==> src/rtl/gearbox_narrow_to_wide_if.sv <==
// Handshake bundle for gearbox_narrow_to_wide: valid/ready input side of
// IN_W-bit words and valid/ready output side of OUT_W-bit words.
// The master modport is the stream producer/consumer environment and the slave
// modport is the gearbox itself.
interface gearbox_narrow_to_wide_if #(
  parameter int IN_W  = 32,
  parameter int OUT_W = 33
) ();
  logic             in_valid;
  logic             in_ready;
  logic [IN_W-1:0]  in_data;
  logic             out_valid;
  logic             out_ready;
  logic [OUT_W-1:0] out_data;

  modport master (
    output in_valid, in_data, out_ready,
    input  in_ready, out_valid, out_data
  );

  modport slave (
    input  in_valid, in_data, out_ready,
    output in_ready, out_valid, out_data
  );
endinterface

==> src/rtl/gearbox_narrow_to_wide.sv <==
// Narrow-to-wide streaming gearbox. It packs a continuous bit stream of IN_W-bit
// words into OUT_W-bit words through a bit buffer. The LSB of the buffer holds the
// oldest bit. The output side is Moore. The only combinational path runs from
// out_ready to in_ready.
// Optional macro GEARBOX_FLUSH_EN adds the flush input and the out_pad output.
// These emit a residual partial word, zero-extended.
module gearbox_narrow_to_wide #(
  parameter int IN_W  = 32,
  parameter int OUT_W = 33
) (
  input  logic                              clk,
  input  logic                              rst_n,
  gearbox_narrow_to_wide_if.slave           bus,
  output logic [$clog2(OUT_W+IN_W)-1:0]     fill
`ifdef GEARBOX_FLUSH_EN
  ,
  input  logic                              flush,
  output logic [$clog2(OUT_W+1)-1:0]        out_pad
`endif
);

  localparam int BUF_W  = OUT_W + IN_W - 1;
  localparam int FILL_W = $clog2(BUF_W + 1);
  localparam logic [FILL_W-1:0] OUT_W_F = FILL_W'(OUT_W);
  localparam logic [FILL_W-1:0] IN_W_F  = FILL_W'(IN_W);
  localparam logic [FILL_W-1:0] BUF_W_F = FILL_W'(BUF_W);

  if (!((IN_W < OUT_W) && (OUT_W <= 2 * IN_W))) begin : g_bad_widths
    $error("gearbox_narrow_to_wide: need IN_W < OUT_W <= 2*IN_W");
  end

  logic [BUF_W-1:0]  buf_q, buf_d;
  logic [BUF_W-1:0]  push_mask, push_bits;
  logic [FILL_W-1:0] fill_q, fill_d;
  logic              word_rdy;
  logic              out_valid;
  logic              pop;
  logic              push;
  logic              in_ready;
  logic              flushing;

`ifdef GEARBOX_FLUSH_EN
  logic flushing_q, flushing_d;
  assign flushing = flushing_q;
`else
  assign flushing = 1'b0;
`endif

  assign word_rdy  = (fill_q >= OUT_W_F);
  assign out_valid = word_rdy || flushing;
  assign pop       = out_valid && bus.out_ready;
  assign in_ready  = rst_n && !flushing && (!word_rdy || pop);
  assign push      = bus.in_valid && in_ready;

  assign bus.in_ready  = in_ready;
  assign bus.out_valid = out_valid;
  assign fill          = fill_q;

`ifdef GEARBOX_FLUSH_EN
  // A flushed word exposes only the fill_q valid bits, zero-extended.
  assign bus.out_data = flushing ? (buf_q[OUT_W-1:0] & ~({OUT_W{1'b1}} << fill_q))
                                 : buf_q[OUT_W-1:0];
  assign out_pad      = flushing ? ($clog2(OUT_W+1))'(OUT_W_F - fill_q) : '0;
`else
  assign bus.out_data = buf_q[OUT_W-1:0];
`endif

  // Next buffer/fill: retire the output word first, then append the new input word
  // above the remaining bits.
  always_comb begin
    buf_d  = buf_q;
    fill_d = fill_q;
    if (pop) begin
      if (flushing) begin
        buf_d  = '0;
        fill_d = '0;
      end else begin
        buf_d  = buf_q >> OUT_W;
        fill_d = fill_q - OUT_W_F;
      end
    end
    push_mask = BUF_W'({IN_W{1'b1}}) << fill_d;
    push_bits = BUF_W'(bus.in_data) << fill_d;
    if (push) begin
      buf_d  = (buf_d & ~push_mask) | push_bits;
      fill_d = fill_d + IN_W_F;
    end
  end

`ifdef GEARBOX_FLUSH_EN
  // Flushing flag: set by a flush request on an idle partial buffer, cleared by the pop.
  always_comb begin
    flushing_d = flushing_q;
    if (flushing_q) begin
      if (pop) flushing_d = 1'b0;
    end else if (flush && !push && (fill_q != '0) && !word_rdy) begin
      flushing_d = 1'b1;
    end
  end

  // Flushing flag register.
  always_ff @(posedge clk) begin
    if (!rst_n) flushing_q <= 1'b0;
    else        flushing_q <= flushing_d;
  end
`endif

  // Buffer and fill registers; reset discards any partial bits.
  always_ff @(posedge clk) begin
    if (!rst_n) begin
      buf_q  <= '0;
      fill_q <= '0;
    end else begin
      buf_q  <= buf_d;
      fill_q <= fill_d;
    end
  end

  a_fill_bound: assert property (@(posedge clk) disable iff (!rst_n) fill_q <= BUF_W_F)
    else $error("gearbox_narrow_to_wide: fill exceeds buffer capacity");

endmodule

==> src/flat_wrapper.sv <==
// flat-port wrapper written by rule: the top's interface ports become plain ports
module gearbox_narrow_to_wide_flat 
#(
  parameter int IN_W  = 32,
  parameter int OUT_W = 33
)
  (clk, rst_n, fill, bus_in_valid, bus_in_data, bus_out_ready, bus_in_ready, bus_out_valid, bus_out_data);
  gearbox_narrow_to_wide_if #(.IN_W(IN_W), .OUT_W(OUT_W)) bus_i ();
  input  logic clk;
  input  logic rst_n;
  output logic [$clog2(OUT_W+IN_W)-1:0] fill;
  input wire logic [$bits(bus_i.in_valid)-1:0] bus_in_valid;
  input wire logic [$bits(bus_i.in_data)-1:0] bus_in_data;
  input wire logic [$bits(bus_i.out_ready)-1:0] bus_out_ready;
  output wire logic [$bits(bus_i.in_ready)-1:0] bus_in_ready;
  output wire logic [$bits(bus_i.out_valid)-1:0] bus_out_valid;
  output wire logic [$bits(bus_i.out_data)-1:0] bus_out_data;
  assign bus_i.in_valid = bus_in_valid;
  assign bus_i.in_data = bus_in_data;
  assign bus_i.out_ready = bus_out_ready;
  assign bus_in_ready = bus_i.in_ready;
  assign bus_out_valid = bus_i.out_valid;
  assign bus_out_data = bus_i.out_data;
  gearbox_narrow_to_wide #(.IN_W(IN_W), .OUT_W(OUT_W)) u_core (.clk(clk), .rst_n(rst_n), .bus(bus_i), .fill(fill));
endmodule
==> config.mk <==
export PLATFORM = sky130hd
export DESIGN_NAME = gearbox_narrow_to_wide_flat
export DESIGN_NICKNAME = d
export VERILOG_FILES = /design/src/rtl/gearbox_narrow_to_wide_if.sv /design/src/rtl/gearbox_narrow_to_wide.sv /design/src/flat_wrapper.sv
export SDC_FILE = /design/constraint.sdc
export NUM_CORES = 1
export LEC_CHECK = 0
export ABC_AREA = 1
export CELL_PAD_IN_SITES_DETAIL_PLACEMENT = 1
export CELL_PAD_IN_SITES_GLOBAL_PLACEMENT = 1
export CORE_MARGIN = 3
export CORE_UTILIZATION = 43
export DETAILED_ROUTE_END_ITERATION = 12
export PLACE_DENSITY_LB_ADDON = 0.1
export SYNTH_ARGS = -nofsm -noshare
export SYNTH_HDL_FRONTEND = slang
export SYNTH_SLANG_ARGS = --single-unit
export TNS_END_PERCENT = 10
==> constraint.sdc <==
create_clock -name clk -period 4.59 [get_ports clk]
set_clock_uncertainty 0.15 [all_clocks]
set_input_delay 0.459 -clock clk [delete_from_list [all_inputs] [get_ports clk]]
set_output_delay 0.459 -clock clk [all_outputs]
set_load 0.005 [all_outputs]
======== Word level (Yosys, flattened, before mapping) ========
Cells that the tools add are included.
cells by class
  $add $sub $neg .......................... 2
  order comparisons ....................... 1
  shifts and indexed selects .............. 2
  multiplexer cells ....................... 4
  bitwise operators ....................... 3
  reduce and logical (&&, ||, !) cells .... 5
operator list
  cell                                                                    count
  64-bit 2-to-1 mux                                                       2
  64-bit bitwise AND                                                      1
  64-bit inverter                                                         1
  64-bit OR                                                               1
  32-bit by 7-bit << shifter with 64-bit output                           1
  32-bit by 7-bit << shifter with 64-bit output (first input constant)    1
  7-bit 2-to-1 mux                                                        2
  7-bit by 6-bit adder with 7-bit output (second input constant)          1
  7-bit by 6-bit >= comparator with 1-bit output (second input constant)  1
  7-bit by 6-bit subtractor with 7-bit output (second input constant)     1
  1-bit logical AND                                                       3
  1-bit logical NOT                                                       1
  1-bit logical OR                                                        1
storage, ports and cells
  register bits ........................... 71
  input port bits ......................... 36
  output and inout bits ................... 42
  logic and storage cells ................. 19

======== Logic depth before layout (Yosys ltp) ========
Gate-level depths: netlist of the first run.
  depth after elaboration ................. 8
  depth in mapped cells ................... 21
  mapped depth without buffers ............ 21

======== Worst setup path before layout of the first run ========
Ideal clock, no wire load.
  path kind ............................... reg2reg
  start point ............................. register u_core.fill_q[1] (netlist: u_core.fill[1])
  end point ............................... register u_core.buf_q[47]
  library setup time ...................... 64 ps
  arrival ................................. 2503 ps
  data required time ...................... 4376 ps
  path slack .............................. 1873 ps
  stages on the path, launching flop included .. 20
  buffers on the path ..................... 2
  clock period less this slack ............ 2717 ps
  cell sequence ........................... dfxtp_1 -> inv_1 -> ha_1 -> inv_1 -> nor2_1 -> nand2_1 -> nand3_2 -> nand2_4 -> a21oi_2 -> xor2_2 -> clkbuf_1 -> buf_2 -> ha_1 -> nand2_1 -> nand2_1 -> nand2_1 -> inv_1 -> nand2_1 -> nor2_1 -> nor2_1
between the ends
  word-level cells in the longest chain between the ends .. 8
  elaborated cells on any way between the ends .. 15
  classes of those cells .................. add/sub: 1; order compare: 1; shift: 2; mux: 3; bitwise: 3; reduce/logical: 5
ends and longest elaborated chain
  what                                                line                           RTL
  start: declaration                                  gearbox_narrow_to_wide.sv:34   logic [FILL_W-1:0] fill_q, fill_d;
  start signal: assignment                            gearbox_narrow_to_wide.sv:115  fill_q <= fill_d;
  7-bit by 6-bit >= comparator with 1-bit output (*)  gearbox_narrow_to_wide.sv:49   assign word_rdy = (fill_q >= OUT_W_F);
  named net bus_out_valid                             flat_wrapper.sv:16             output wire logic [$bits(bus_i.out_valid)-1:0] bus_out_valid;
  1-bit logical AND                                   gearbox_narrow_to_wide.sv:51   assign pop = out_valid && bus.out_ready;
  7-bit 2-to-1 mux                                    gearbox_narrow_to_wide.sv:73   if (pop) begin
  32-bit by 7-bit << shifter with 64-bit output       gearbox_narrow_to_wide.sv:82   push_mask = BUF_W'({IN_W{1'b1}}) << fill_d;
  64-bit inverter                                     gearbox_narrow_to_wide.sv:85   buf_d = (buf_d & ~push_mask) | push_bits;
  64-bit bitwise AND                                  gearbox_narrow_to_wide.sv:85
  64-bit OR                                           gearbox_narrow_to_wide.sv:85
  64-bit 2-to-1 mux (*)                               gearbox_narrow_to_wide.sv:84   if (push) begin
  end signal: assignment                              gearbox_narrow_to_wide.sv:114  buf_q <= buf_d;
  end: declaration                                    gearbox_narrow_to_wide.sv:32   logic [BUF_W-1:0] buf_q, buf_d;
Mark *: on every way through the listed nets, which the timed path passes. The rest lies on a longest branch.
A chain may end at the register's enable or synchronous reset.

======== Final worst setup path of the first run ========
  start point ............................. register u_core.fill_q[1] (netlist: u_core.fill[1])
  end point ............................... register u_core.buf_q[43]
between the ends
  word-level cells in the longest chain between the ends .. 8
  elaborated cells on any way between the ends .. 15
  classes of those cells .................. add/sub: 1; order compare: 1; shift: 2; mux: 3; bitwise: 3; reduce/logical: 5
ends and longest elaborated chain
  what                                            line
  7-bit by 6-bit >= comparator with 1-bit output  gearbox_narrow_to_wide.sv:49
  1-bit logical AND                               gearbox_narrow_to_wide.sv:51
  7-bit 2-to-1 mux                                gearbox_narrow_to_wide.sv:73
  32-bit by 7-bit << shifter with 64-bit output   gearbox_narrow_to_wide.sv:82
  64-bit inverter                                 gearbox_narrow_to_wide.sv:85
  64-bit bitwise AND                              gearbox_narrow_to_wide.sv:85
  64-bit OR                                       gearbox_narrow_to_wide.sv:85
  64-bit 2-to-1 mux (*)                           gearbox_narrow_to_wide.sv:84
Every way passes the cells marked *; elsewhere a longest branch is shown, timed or not.

==> flow_summary.toml, run 1 <==
[min_path]
min_path_cells = 2
min_from = "u_core.buf_q[39]"
min_to = "u_core.buf_q[39]"
worstHoldPathType = "reg -> reg"

[sta]
max_slew_margin_pct = 42.46
fmax_ghz = 0.2694
grt_setup_unrepaired = "no"
final.min_clock_period_ps = 3712
post-route-period-util_pct = 80.86
tightest_slew_ps = 854.1
setup_viol = 0
whs_ps = 330.5
hold_violations = 0
maxSlewViolCount = 0
finalSetupTns_ps = 0

[floorplanning]
num_rows = 44
dieArea_sq_um = 17060
io_pins = 78
start_util_pct = 44.91
die_h_microns = 130.6
die_w_microns = 130.6
core_area_sq_um = 14860

[drt]
drc = 0
wl_per_cell_microns = 22.77
drt_iter0_drc = 958
num_vias = 8479
first_pass_iters = 5
vias_per_cell = 6.342
wl_mm = 30.45
antenna_left = 0

[synth]
yosysTopAreaCellShare_pct = 25.64
yosysTopAreaCell = "nand3_1"
synthCells = 1150
synth_area_sq_um = 6675
ys_top_cells_by_area = "nand3_1, dfxtp_1, nand2_1"
yosysWarnings = 0
synth_seq_cells = 71
synth_cell_type_count = 40
ys_seq_area_share_pct = 21.29
avgSynthCellArea_sq_um = 5.804
syn-num-nets = 1191

[setup_path]
ff2ff_path_depth = 17
crit_fanout = 28
end_kind = "register"
critPathLaunchType = "register"
reg2reg_setup_slack_ps = 880
critPathArrivalTime_ps = 3850
required_ps = 4720
worstSetupPathType = "reg -> reg"
regToRegStartpoint = "u_core.fill[1]"
cp-startpoint = "u_core.fill[1]"
timing.rr.end = "u_core.buf_q[43]"

[power]
power_frac_seq_pct = 16.6
swShare_pct = 56.85
p_comb_share_pct = 68.3
clkPwrFrac_pct = 15.1
total_power_w = 0.004997
max-vdd-ir-drop_uv = 307.1
p_int_w = 0.002156
power_density_nw_per_um2 = 663.2
switching_power_w = 0.002841
leakage_nw = 3.150

[global_routing]
antenna_found_initial = 2
grt_pass1_vias = 8405
grt_max_degree = 65
overflow = 0
grt_use_total_pct = 36.07
grt_pass1_wl_mm = 47.24

[clocking]
cts_tree = "built"
clockBufferDepth = 2
clkTransAtPathRegs_ps = 70
htree_levels = 3
clock_latency_ps = 360
post_cts_resized = 0
cts_buffers = 9
ctsRootBufferMaster = "clkbuf_16"
holdBufCountCts = 0
cts_sinks = 71
post_cts_buffers = 0

[cells_and_area]
final_layout_size_suffix_gt1_share_pct = 7.285
fillCellCount = 2081
syn2layout_area_growth_pct = 12.88
num_antenna_cells = 0
nets = 1189

[job]
max-cap-violations = 0

[outcome]
outcome = "complete, no violations"

[placement]
hpwl_mm = 22.88
io_buffers = 77
gp_congestion = 0.9796
layout make-up:
class,count,area (sq um),area share (%)
clock buffer,9,225.2,2.989
multi-input combinational,906,4418,58.64
clock inverter,7,78.83,1.046
inverter,62,232.7,3.089
timing repair buffer,98,928.4,12.32
tap,184,230.2,3.055
sequential,71,1421,18.86
how the worst max path moves through the flow:
stage	endpoint	slack (ps)	cells past startpoint
after global routing	u_core.buf_q[16]	540	17
after detailed placement	u_core.buf_q[18]	800	13
after CTS	u_core.buf_q[18]	930	17
after global placement	u_core.buf_q[16]	910	13
final	u_core.buf_q[43]	880	17
after floorplan	u_core.buf_q[47]	1870	19
metal layers:
| metal | wire (microns) | GRT usage (%) | vias up | part of all wire (%) |
|---|---|---|---|---|
| met5 | 24 | 0 | - | 0.079 |
| met4 | 1258 | 15.18 | 4 | 4.1 |
| met3 | 2641 | 6.951 | 87 | 8.7 |
| met2 | 14000 | 58.96 | 406 | 46 |
| met1 | 12520 | 46.52 | 4073 | 41 |
| li1 | - | - | 3909 | - |
stage by stage:
stage	instances	worst slack [ps]	util, %	instance area [sq um]
2_1_floorplan	1150	1873	-	6675
4_1_cts	1337	933.8	50.69	7535
5_1_grt	1337	535.2	50.69	7535
3_3_place_gp	1321	912.5	48.64	7231
3_5_place_dp	1321	799.5	48.64	7231
6_report	1337	878.3	50.69	7535
power groups by stage:
stage               clock, W  combinational (W)  sequential (W)
floorplan                  0            0.00223        0.000811
global placement           0            0.00325        0.000835
detailed placement         0            0.00329        0.000841
CTS                 0.000760            0.00331        0.000828
global route        0.000774            0.00369        0.000842
finish              0.000755            0.00341        0.000830
flip-flops by register name (all words and copies together) (netlist names):
register and cells:
u_core.fill 7, u_core.buf_q 64
Yosys cell counts, drive strengths merged:
cell type,instances
o221ai,15
nand3,343
a21o,1
nand4,11
a21oi,76
nor3,4
inv,62
o211ai,10
mux2i,1
ha,5
o2111ai,4
or2,13
o31ai,3
a31oi,4
o21a,2
nor2,57
dfxtp,71
o22ai,2
buf,71
xor2,5
o21ai,43
clkbuf,40
a22o,5
nand2,300
a22oi,1
a21boi,1
cells by family (layout without fill, tap and decap cells):
family,Yosys count,after routing,synth area share (%)
xor gates and xnor gates,5,5,0.7685
buffers and inverters,173,176,12.58
DFF,71,71,21.29
and+or+nand+nor,728,728,48.94
muxes,1,1,0.1500
adders and majority gates,5,5,0.9372
AOI/OAI and AO/OA,167,167,15.33
cells in the final DEF, fill, tap and decap left out, drive strengths merged, types with 13 or more instances in the layout:
| cell | count |
|---|---|
| nand3 | 343 |
| clkdlybuf4s50 | 77 |
| a21oi | 76 |
| dfxtp | 71 |
| o221ai | 15 |
| buf | 21 |
| or2 | 13 |
| nor2 | 57 |
| nand2 | 300 |
| inv | 65 |
| o21ai | 43 |
critical path: stages (launching register included):
cell and delay (ps):
dfxtp_1 370, inv_1 100, ha_1 190, inv_1 50
nor2_1 40, nand2_1 60, nand3_2 160, nand2_4 180
inv_2 140, o21ai_4 590, inv_2 450, nor2_2 360
inv_1 120, o21ai_0 180, inv_1 50, nand2_1 120
nand3_1 140, a21oi_1 150
(Power assumes the default switching activity.)
==> inputs of run 2 (changes only) <==
- CORE_UTILIZATION: 43 -> 39
- clock period: 4.59 -> 3.69 ns (I/O delays scaled with it)
==> run 2 against run 1 <==
Against the previous run: sequential cell count is the same; sequential share of layout area shrank 0.31 points; first-iteration DRC count shrank 15%; register-to-register slack lost 620 ps; critical path depth is the same; global-route usage shrank 1.6 points; non-clock buffer count grew 13; final area grew 1.6%; critical path type unchanged; critical endpoint is now u_core.buf_q[48]; highest routed layer is now met4.
==> flow_summary.toml, run 2 (synthesis results as in run 1) <==
[global_routing]
grt_max_degree = 65
grt_pass1_wl_mm = 48.71
antenna_found_initial = 0
overflow = 0
grt_use_total_pct = 34.44
grt_pass1_vias = 8443

[clocking]
clockBufferDepth = 2
holdBufCountCts = 0
cts_buffers = 9
post_cts_buffers = 0
clkTransAtPathRegs_ps = 60
cts_tree = "built"
clock_latency_ps = 350
cts_sinks = 71
post_cts_resized = 0
htree_levels = 3
ctsRootBufferMaster = "clkbuf_16"

[sta]
max_slew_margin_pct = 45.32
hold_violations = 0
maxSlewViolCount = 0
final.min_clock_period_ps = 3432
tightest_slew_ps = 820.1
finalSetupTns_ps = 0
whs_ps = 331.5
fmax_ghz = 0.2914
post-route-period-util_pct = 93.01
setup_viol = 0
grt_setup_unrepaired = "no"

[floorplanning]
start_util_pct = 40.11
die_w_microns = 136.8
io_pins = 78
die_h_microns = 136.8
dieArea_sq_um = 18720
core_area_sq_um = 16640
num_rows = 47

[cells_and_area]
nets = 1202
largest-register = "u_core.buf_q"
final_cell_mix = "nand3_1, nand2_1, clkdlybuf4s50_1"
num_antenna_cells = 0
syn2layout_area_growth_pct = 14.73
final_layout_size_suffix_gt1_share_pct = 8.319
largest_reg_flops = 64
final_common_cell = "nand3_1"

[drt]
num_vias = 8336
vias_per_cell = 6.014
drc = 0
antenna_left = 0
drt_iter0_drc = 810
wl_mm = 31.43
first_pass_iters = 7
wl_per_cell_microns = 22.68

[power]
power_density_nw_per_um2 = 806.5
max-vdd-ir-drop_uv = 289.4
leakage_nw = 3.210
total_power_w = 0.006177

[setup_path]
cp-startpoint = "u_core.fill[1]"
end_kind = "register"
critPathLaunchType = "register"
regToRegStartpoint = "u_core.fill[1]"
crit_fanout = 21
worstSetupPathType = "reg -> reg"
critPathArrivalTime_ps = 3550
required_ps = 3810

[placement]
hpwl_mm = 24.23
gp_congestion = 0.9821
io_buffers = 77

[min_path]
min_from = "u_core.buf_q[45]"
worstHoldPathType = "reg -> reg"

[outcome]
outcome = "complete, no violations"

[job]
max-cap-violations = 0
## run 2: worst max-delay path: stages, from the launching register on
cell and delay, ps:
dfxtp_1 370, inv_1 110, ha_1 180, inv_1 50, nor2_1 40, nand2_1 60
nand3_2 160, nand2_4 180, inv_2 110, nand2_1 110, o21ai_4 170, inv_2 390
nand2_1 130, nor2_1 550, nand3_1 180, nand2_1 90, nand2_1 120, a21oi_1 140
## run 2: stage by stage
stage	setup slack, ps	cells	cell area (sq um)	utilization (%)
floorplan	973.2	1150	6675	-
global placement	425.5	1370	7386	44.38
detailed placement	328.2	1370	7386	44.38
CTS	296.5	1386	7659	46.02
global route	20.42	1386	7659	46.02
finish	257.9	1386	7659	46.02
## run 2: path summary, 6_finish.rpt
| kind | slack [ps] | cells after the start | endpoint |
|---|---|---|---|
| max | 260 | 17 | u_core.buf_q[48] |
| min | 330 | 2 | u_core.buf_q[45] |
| max reg2reg | 260 | 17 | u_core.buf_q[48] |
| min reg2reg | 330 | 2 | u_core.buf_q[45] |
## run 2: cell type report
type,instances,area [sq um]
Inverter,62,232.7
Fill cell,2347,8984
Clock buffer,9,225.2
Clock inverter,7,47.55
Multi-Input combinational cell,906,4418
Timing Repair Buffer,111,1039
Tap cell,220,275.3
Sequential cell,71,1421
## run 2: power breakdown
group	leakage, nW	internal (W)	switching, W
registers	0.579	0.000923	0.000113
logic	2.50	0.00128	0.00302
clock network	0.132	0.000455	0.000377
## run 2: per-layer routing
layer,vias to the layer above,global-route usage (%),part of all wire (%)
met5,-,0,0
met4,0,16.19,4.7
met3,90,8.125,7.4
met2,330,54.52,45
met1,3979,44.23,43
li1,3937,-,-
==> inputs of run 3 (changes only) <==
- SKIP_LAST_GASP: not set -> 1
==> results of run 3 <==
Final layout, timing and power as in run 2 (identical DEF).
